**config.mk**
```make
export PLATFORM = sky130hd
export DESIGN_NAME = exc_ctrl_flat
export DESIGN_NICKNAME = d
export VERILOG_FILES = /design/src/rtl/exc_ctrl_if.sv /design/src/rtl/exc_ctrl.sv /design/src/flat_wrapper.sv
export SDC_FILE = /design/constraint.sdc
export NUM_CORES = 1
export LEC_CHECK = 0
export BUFFER_PORTS_ARGS = -buffer_cell sky130_fd_sc_hd__buf_2
export CAP_MARGIN = 40
export CORE_AREA = 2 2 106 108
export DETAILED_ROUTE_END_ITERATION = 10
export DIE_AREA = 0 0 108 110
export PLACE_DENSITY = 0.72
export SKIP_CTS_REPAIR_TIMING = 1
export SLEW_MARGIN = 5
export SYNTH_ARGS = -nofsm -noshare
export SYNTH_HDL_FRONTEND = slang
export SYNTH_SLANG_ARGS = --single-unit
```
**constraint.sdc**
```tcl
create_clock -name clk -period 2.6 [get_ports clk]
set_input_delay 0.13 -clock clk [delete_from_list [all_inputs] [get_ports clk]]
set_output_delay 0.13 -clock clk [all_outputs]
set_load 0.01 [all_outputs]
```
**src/rtl/exc_ctrl_if.sv**
```systemverilog
// Redirect handshake between the exception controller and fetch.
// The controller drives valid/pc, fetch answers with ready.
interface exc_ctrl_if;
   logic        redirect_valid;
   logic [31:0] redirect_pc;
   logic        redirect_ready;

   modport master (
      output redirect_valid,
      output redirect_pc,
      input  redirect_ready
   );

   modport slave (
      input  redirect_valid,
      input  redirect_pc,
      output redirect_ready
   );
endinterface

```
**src/rtl/exc_ctrl.sv**
```systemverilog
// Exception controller: picks one MEM-stage event, reports it to CP0,
// flushes the pipeline, then redirects fetch to the handler or EPC.
module exc_ctrl #(
   parameter int unsigned FLUSH_CYCLES = 2,
   parameter logic [31:0] VEC_OFFSET   = 32'h0000_0180
) (
   input  logic        clk,
   input  logic        reset,
   input  logic        mem_valid_i,
   input  logic [31:0] mem_pc_i,
   input  logic        mem_in_delayslot_i,
   input  logic [7:0]  exc_flags_i,
   input  logic [31:0] status_i,
   input  logic [31:0] cause_i,
   input  logic [31:0] epc_i,
   input  logic [31:0] ebase_i,
   output logic [31:0] exception_type_o,
   output logic [31:0] exc_pc_o,
   output logic        exc_delayslot_o,
   output logic        flush_o,
   output logic        stall_o,
   exc_ctrl_if.master  redir
);

   localparam logic [31:0] EXC_NONE  = 32'h0;
   localparam logic [31:0] EXC_INT   = 32'h1;
   localparam logic [31:0] EXC_ADEL  = 32'h4;
   localparam logic [31:0] EXC_ADES  = 32'h5;
   localparam logic [31:0] EXC_SYS   = 32'h8;
   localparam logic [31:0] EXC_BREAK = 32'h9;
   localparam logic [31:0] EXC_INSTV = 32'hA;
   localparam logic [31:0] EXC_OV    = 32'hC;
   localparam logic [31:0] EXC_ERET  = 32'hE;

   localparam logic [3:0] FLUSH_LAST = 4'(FLUSH_CYCLES - 1);

   typedef enum logic [1:0] {
      S_IDLE,
      S_FLUSH,
      S_REDIR
   } state_t;

   state_t      state;
   state_t      state_n;
   logic [3:0]  cnt;
   logic [3:0]  cnt_n;
   logic [31:0] target;
   logic [31:0] target_n;
   logic [31:0] code;
   logic        int_pend;
   logic        accept;

   // Only IE, EXL and the IM/IP fields take part in the interrupt test.
   logic unused;
   assign unused = ^{status_i[31:16], status_i[7:2],
                     cause_i[31:16], cause_i[7:0]};

   assign int_pend = status_i[0] & ~status_i[1]
                   & (|(status_i[15:8] & cause_i[15:8]));

   assign accept = (state == S_IDLE) & mem_valid_i
                 & (int_pend | (|exc_flags_i));

   // Flag bit order already matches priority below the interrupt.
   always_comb begin
      code = EXC_NONE;
      if (int_pend)            code = EXC_INT;
      else if (exc_flags_i[0]) code = EXC_ADEL;
      else if (exc_flags_i[1]) code = EXC_INSTV;
      else if (exc_flags_i[2]) code = EXC_OV;
      else if (exc_flags_i[3]) code = EXC_SYS;
      else if (exc_flags_i[4]) code = EXC_BREAK;
      else if (exc_flags_i[5]) code = EXC_ADEL;
      else if (exc_flags_i[6]) code = EXC_ADES;
      else if (exc_flags_i[7]) code = EXC_ERET;
   end

   assign target_n = (code == EXC_ERET) ? epc_i
                                        : ebase_i + VEC_OFFSET;

   always_ff @(posedge clk) begin
      if (reset) begin
         state  <= S_IDLE;
         cnt    <= '0;
         target <= '0;
      end else begin
         state <= state_n;
         cnt   <= cnt_n;
         if (accept) target <= target_n;
      end
   end

   always_comb begin
      state_n = state;
      cnt_n   = cnt;
      unique case (state)
         S_IDLE: begin
            if (accept) begin
               state_n = S_FLUSH;
               cnt_n   = '0;
            end
         end
         S_FLUSH: begin
            if (cnt == FLUSH_LAST) begin
               state_n = S_REDIR;
               cnt_n   = '0;
            end else begin
               cnt_n = cnt + 4'd1;
            end
         end
         S_REDIR: begin
            if (redir.redirect_ready) state_n = S_IDLE;
         end
         default: state_n = S_IDLE;
      endcase
   end

   // Outputs stay quiet during reset even if the state is still stale.
   always_comb begin
      exception_type_o     = EXC_NONE;
      exc_pc_o             = '0;
      exc_delayslot_o      = 1'b0;
      flush_o              = 1'b0;
      stall_o              = 1'b0;
      redir.redirect_valid = 1'b0;
      redir.redirect_pc    = '0;
      if (!reset) begin
         if (accept) begin
            exception_type_o = code;
            exc_pc_o         = mem_pc_i;
            exc_delayslot_o  = mem_in_delayslot_i;
            flush_o          = 1'b1;
         end
         if (state == S_FLUSH) begin
            flush_o = 1'b1;
            stall_o = 1'b1;
         end
         if (state == S_REDIR) begin
            stall_o              = 1'b1;
            redir.redirect_valid = 1'b1;
            redir.redirect_pc    = target;
         end
      end
   end

endmodule

```
**src/flat_wrapper.sv**
```systemverilog
// flat-port wrapper written by rule: the top's interface ports become plain ports
module exc_ctrl_flat 
#(
   parameter int unsigned FLUSH_CYCLES = 2,
   parameter logic [31:0] VEC_OFFSET   = 32'h0000_0180
)
  (clk, reset, mem_valid_i, mem_pc_i, mem_in_delayslot_i, exc_flags_i, status_i, cause_i, epc_i, ebase_i, exception_type_o, exc_pc_o, exc_delayslot_o, flush_o, stall_o, redir_redirect_valid, redir_redirect_pc, redir_redirect_ready);
  exc_ctrl_if redir_i ();
  input  logic clk;
  input  logic reset;
  input  logic mem_valid_i;
  input  logic [31:0] mem_pc_i;
  input  logic mem_in_delayslot_i;
  input  logic [7:0] exc_flags_i;
  input  logic [31:0] status_i;
  input  logic [31:0] cause_i;
  input  logic [31:0] epc_i;
  input  logic [31:0] ebase_i;
  output logic [31:0] exception_type_o;
  output logic [31:0] exc_pc_o;
  output logic exc_delayslot_o;
  output logic flush_o;
  output logic stall_o;
  output wire logic [$bits(redir_i.redirect_valid)-1:0] redir_redirect_valid;
  output wire logic [$bits(redir_i.redirect_pc)-1:0] redir_redirect_pc;
  input wire logic [$bits(redir_i.redirect_ready)-1:0] redir_redirect_ready;
  assign redir_redirect_valid = redir_i.redirect_valid;
  assign redir_redirect_pc = redir_i.redirect_pc;
  assign redir_i.redirect_ready = redir_redirect_ready;
  exc_ctrl #(.FLUSH_CYCLES(FLUSH_CYCLES), .VEC_OFFSET(VEC_OFFSET)) u_core (.clk(clk), .reset(reset), .mem_valid_i(mem_valid_i), .mem_pc_i(mem_pc_i), .mem_in_delayslot_i(mem_in_delayslot_i), .exc_flags_i(exc_flags_i), .status_i(status_i), .cause_i(cause_i), .epc_i(epc_i), .ebase_i(ebase_i), .exception_type_o(exception_type_o), .exc_pc_o(exc_pc_o), .exc_delayslot_o(exc_delayslot_o), .flush_o(flush_o), .stall_o(stall_o), .redir(redir_i));
endmodule
```
==> run metrics <==
Port Buf Inserts=198; Post-Route Utilization=0.4055; GRT overflow=0; kind of critical path=reg2out; number of global-route vias before repair=2939; CP Capture Type=output port; Clock Tree Root=clkbuf_8; Hold/Removal Path Class=in2reg; global-route wire length before repair=14260 um; Core Region=10700 sq um; most frequent cells in the layout=198 x buf_2, 67 x and2_1, 44 x o21ai_0; ANT nets after route=0; Die Wd=108 um; number of core rows=38; Critical Path RT=2.47 ns; Worst Setup SP=u_core.state[0]; CTS Buffer Depth=2; average wire per standard cell=12.73 um; status=complete, no violations; RR Startpoint=u_core.state[0]; WL final=9570 um; Final Wtd Congestion=0.7803; post-layout min period=2.402 ns; setup_tns=0 ns; post-synth cell types=53; Final WS setup=0.1983 ns; Slew @ Worst Pin=0.6271 ns; Total Power=1.973 mW; Hold Path Origin=epc_i[12]; CTS Sinks=38; DRT iter0 DRCs=76; vias post-DR=3421; Mapped Area=3228 sq um; EDFF count, synth=0; CP startpoint kind=flop; Syn Inst Count=420; crit-path cells=inv_1 > ha_2 > nand2_1 > a21oi_1 > or2b_2 > a2111oi_0 > buf_2; dominant synthesized flop cell=dfxtp_1; gr usage total=0.1494; Starting Density=0.3018; CP arrival=2.27 ns; I/O pin count=273; diode count=0; Die Area=11880 sq um; #FFs+latches synth=38; H-Tree Depth=2; Rel. slew slack=0.5805; Remaining DRCs=0; slowest library cell on the worst path=or2b_2; CP max FO=12; VDD IR max=0.2755 mV; Mapped Avg Cell Area=7.686 sq um; largest net degree at the start of global routing=36; total CTS buffers=5; Leak=2.163 nW; Layout fillers=1148; crit-path max cell delay=0.42 ns; hold violation count in the final report=0; MaxCap Viol Count=0; sequential-to-total area share from yosys stat=0.2357; nets=793; initial antenna violation count=0; layout cell share with drive strength beyond 1=0.3954; DP HPWL=7688 um; max-slew violations=0; first drt pass iteration count=4; Final Skew=0.002875 ns; area delta synth->final=34.38%; number of vias per cell=4.549; pre-CTS WS=0.3767 ns; RSZ-0062 raised after global routing=false; Ys Warns=0; f_max=416.4 MHz; Die Y=110 um; Async SR Flop Fraction=0; Final Setup Violations=0; clk_lat worst skew=0.28 ns; CTS tree=built; most common cell after layout, fill and taps aside=buf_2; period utilization=0.9237; PwrDens=454.8 nW/um^2; clock slew at reported path FFs=0.07 ns
-- registers in the layout (all words and copies together) (netlist names) --
register	cells
u_core.cnt	4
u_core.state	2
u_core.target	32
-- synthesized netlist by cell type (all sizes together) (8+ instances only) --
cell type,n,share of area
and2,67,0.13
mux2i,17,0.053
clkbuf,13,0.016
nand2b,8,0.016
nor4,9,0.017
dfxtp,38,0.24
nand2,43,0.050
o21ai,48,0.079
a21oi,13,0.020
nor2,11,0.013
nand3,10,0.016
nor3,23,0.037
inv,13,0.015
buf,37,0.093
-- worst paths after layout --
path,endpoint,slack [ns],cells past startpoint
worst min-delay path,u_core.target[12],0.12,3
worst min register to register,u_core.target[17],0.45,2
worst max-delay path,exception_type_o[3],0.20,7
worst max register to register,u_core.target[16],0.67,7
-- routing by layer --
layer	wire [um]	track usage	vias up
met5	0	0	-
met1	4414	0.2060	1535
met2	4649	0.2543	106
met4	19	0.01648	0
met3	486	0.02410	2
li1	-	-	1778
-- logic make-up (layout without fill, tap and decap cells) --
family	after synthesis	count (layout)	share of synthesized area
adders and majority gates	7	7	0.02713
xor gates and xnor gates	10	10	0.02713
muxes	17	17	0.05271
and+or+nand+nor	190	190	0.3233
buffers and inverters	63	228	0.1244
DFF	38	38	0.2357
other	1	28	0.001162
AOI/OAI and AO/OA	94	94	0.2085
-- per-stage QoR --
stage | instances | cell area, sq um | hold slack, ns
floorplan | 447 | 3329 | 0.2989
global placement | 746 | 4253 | 0.4056
detailed placement | 746 | 4253 | 0.4088
CTS | 752 | 4335 | 0.1054
global route | 752 | 4338 | 0.1265
finish | 752 | 4338 | 0.1173
-- worst max-delay path, delay by kind of cell, from the launching register on --
kind	cells	cell delay, ns
AND/OR/NAND/NOR	2	0.57
AO/OA/AOI/OAI	2	0.51
flip-flops	1	0.33
buffers and inverters	2	0.31
adder cells (fa/ha/maj)	1	0.28
-- area by class of cell --
class	count	area [sq um]	share of cell area
Multi-Input combinational cell	346	2185	0.5036
Timing Repair Buffer	209	1086	0.2504
Sequential cell	38	760.7	0.1754
Tap cell	140	175.2	0.04038
Clock buffer	6	82.58	0.01904
Inverter	13	48.80	0.01125
-- power by group --
| part | total [mW] | internal, mW | switching, mW | leakage (nW) |
|---|---|---|---|---|
| Clock | 0.409 | 0.205 | 0.204 | 0.0431 |
| Combinational | 0.821 | 0.358 | 0.463 | 1.81 |
| Sequential | 0.743 | 0.687 | 0.0562 | 0.312 |
Note: power is estimated with default switching activity, not from simulation.
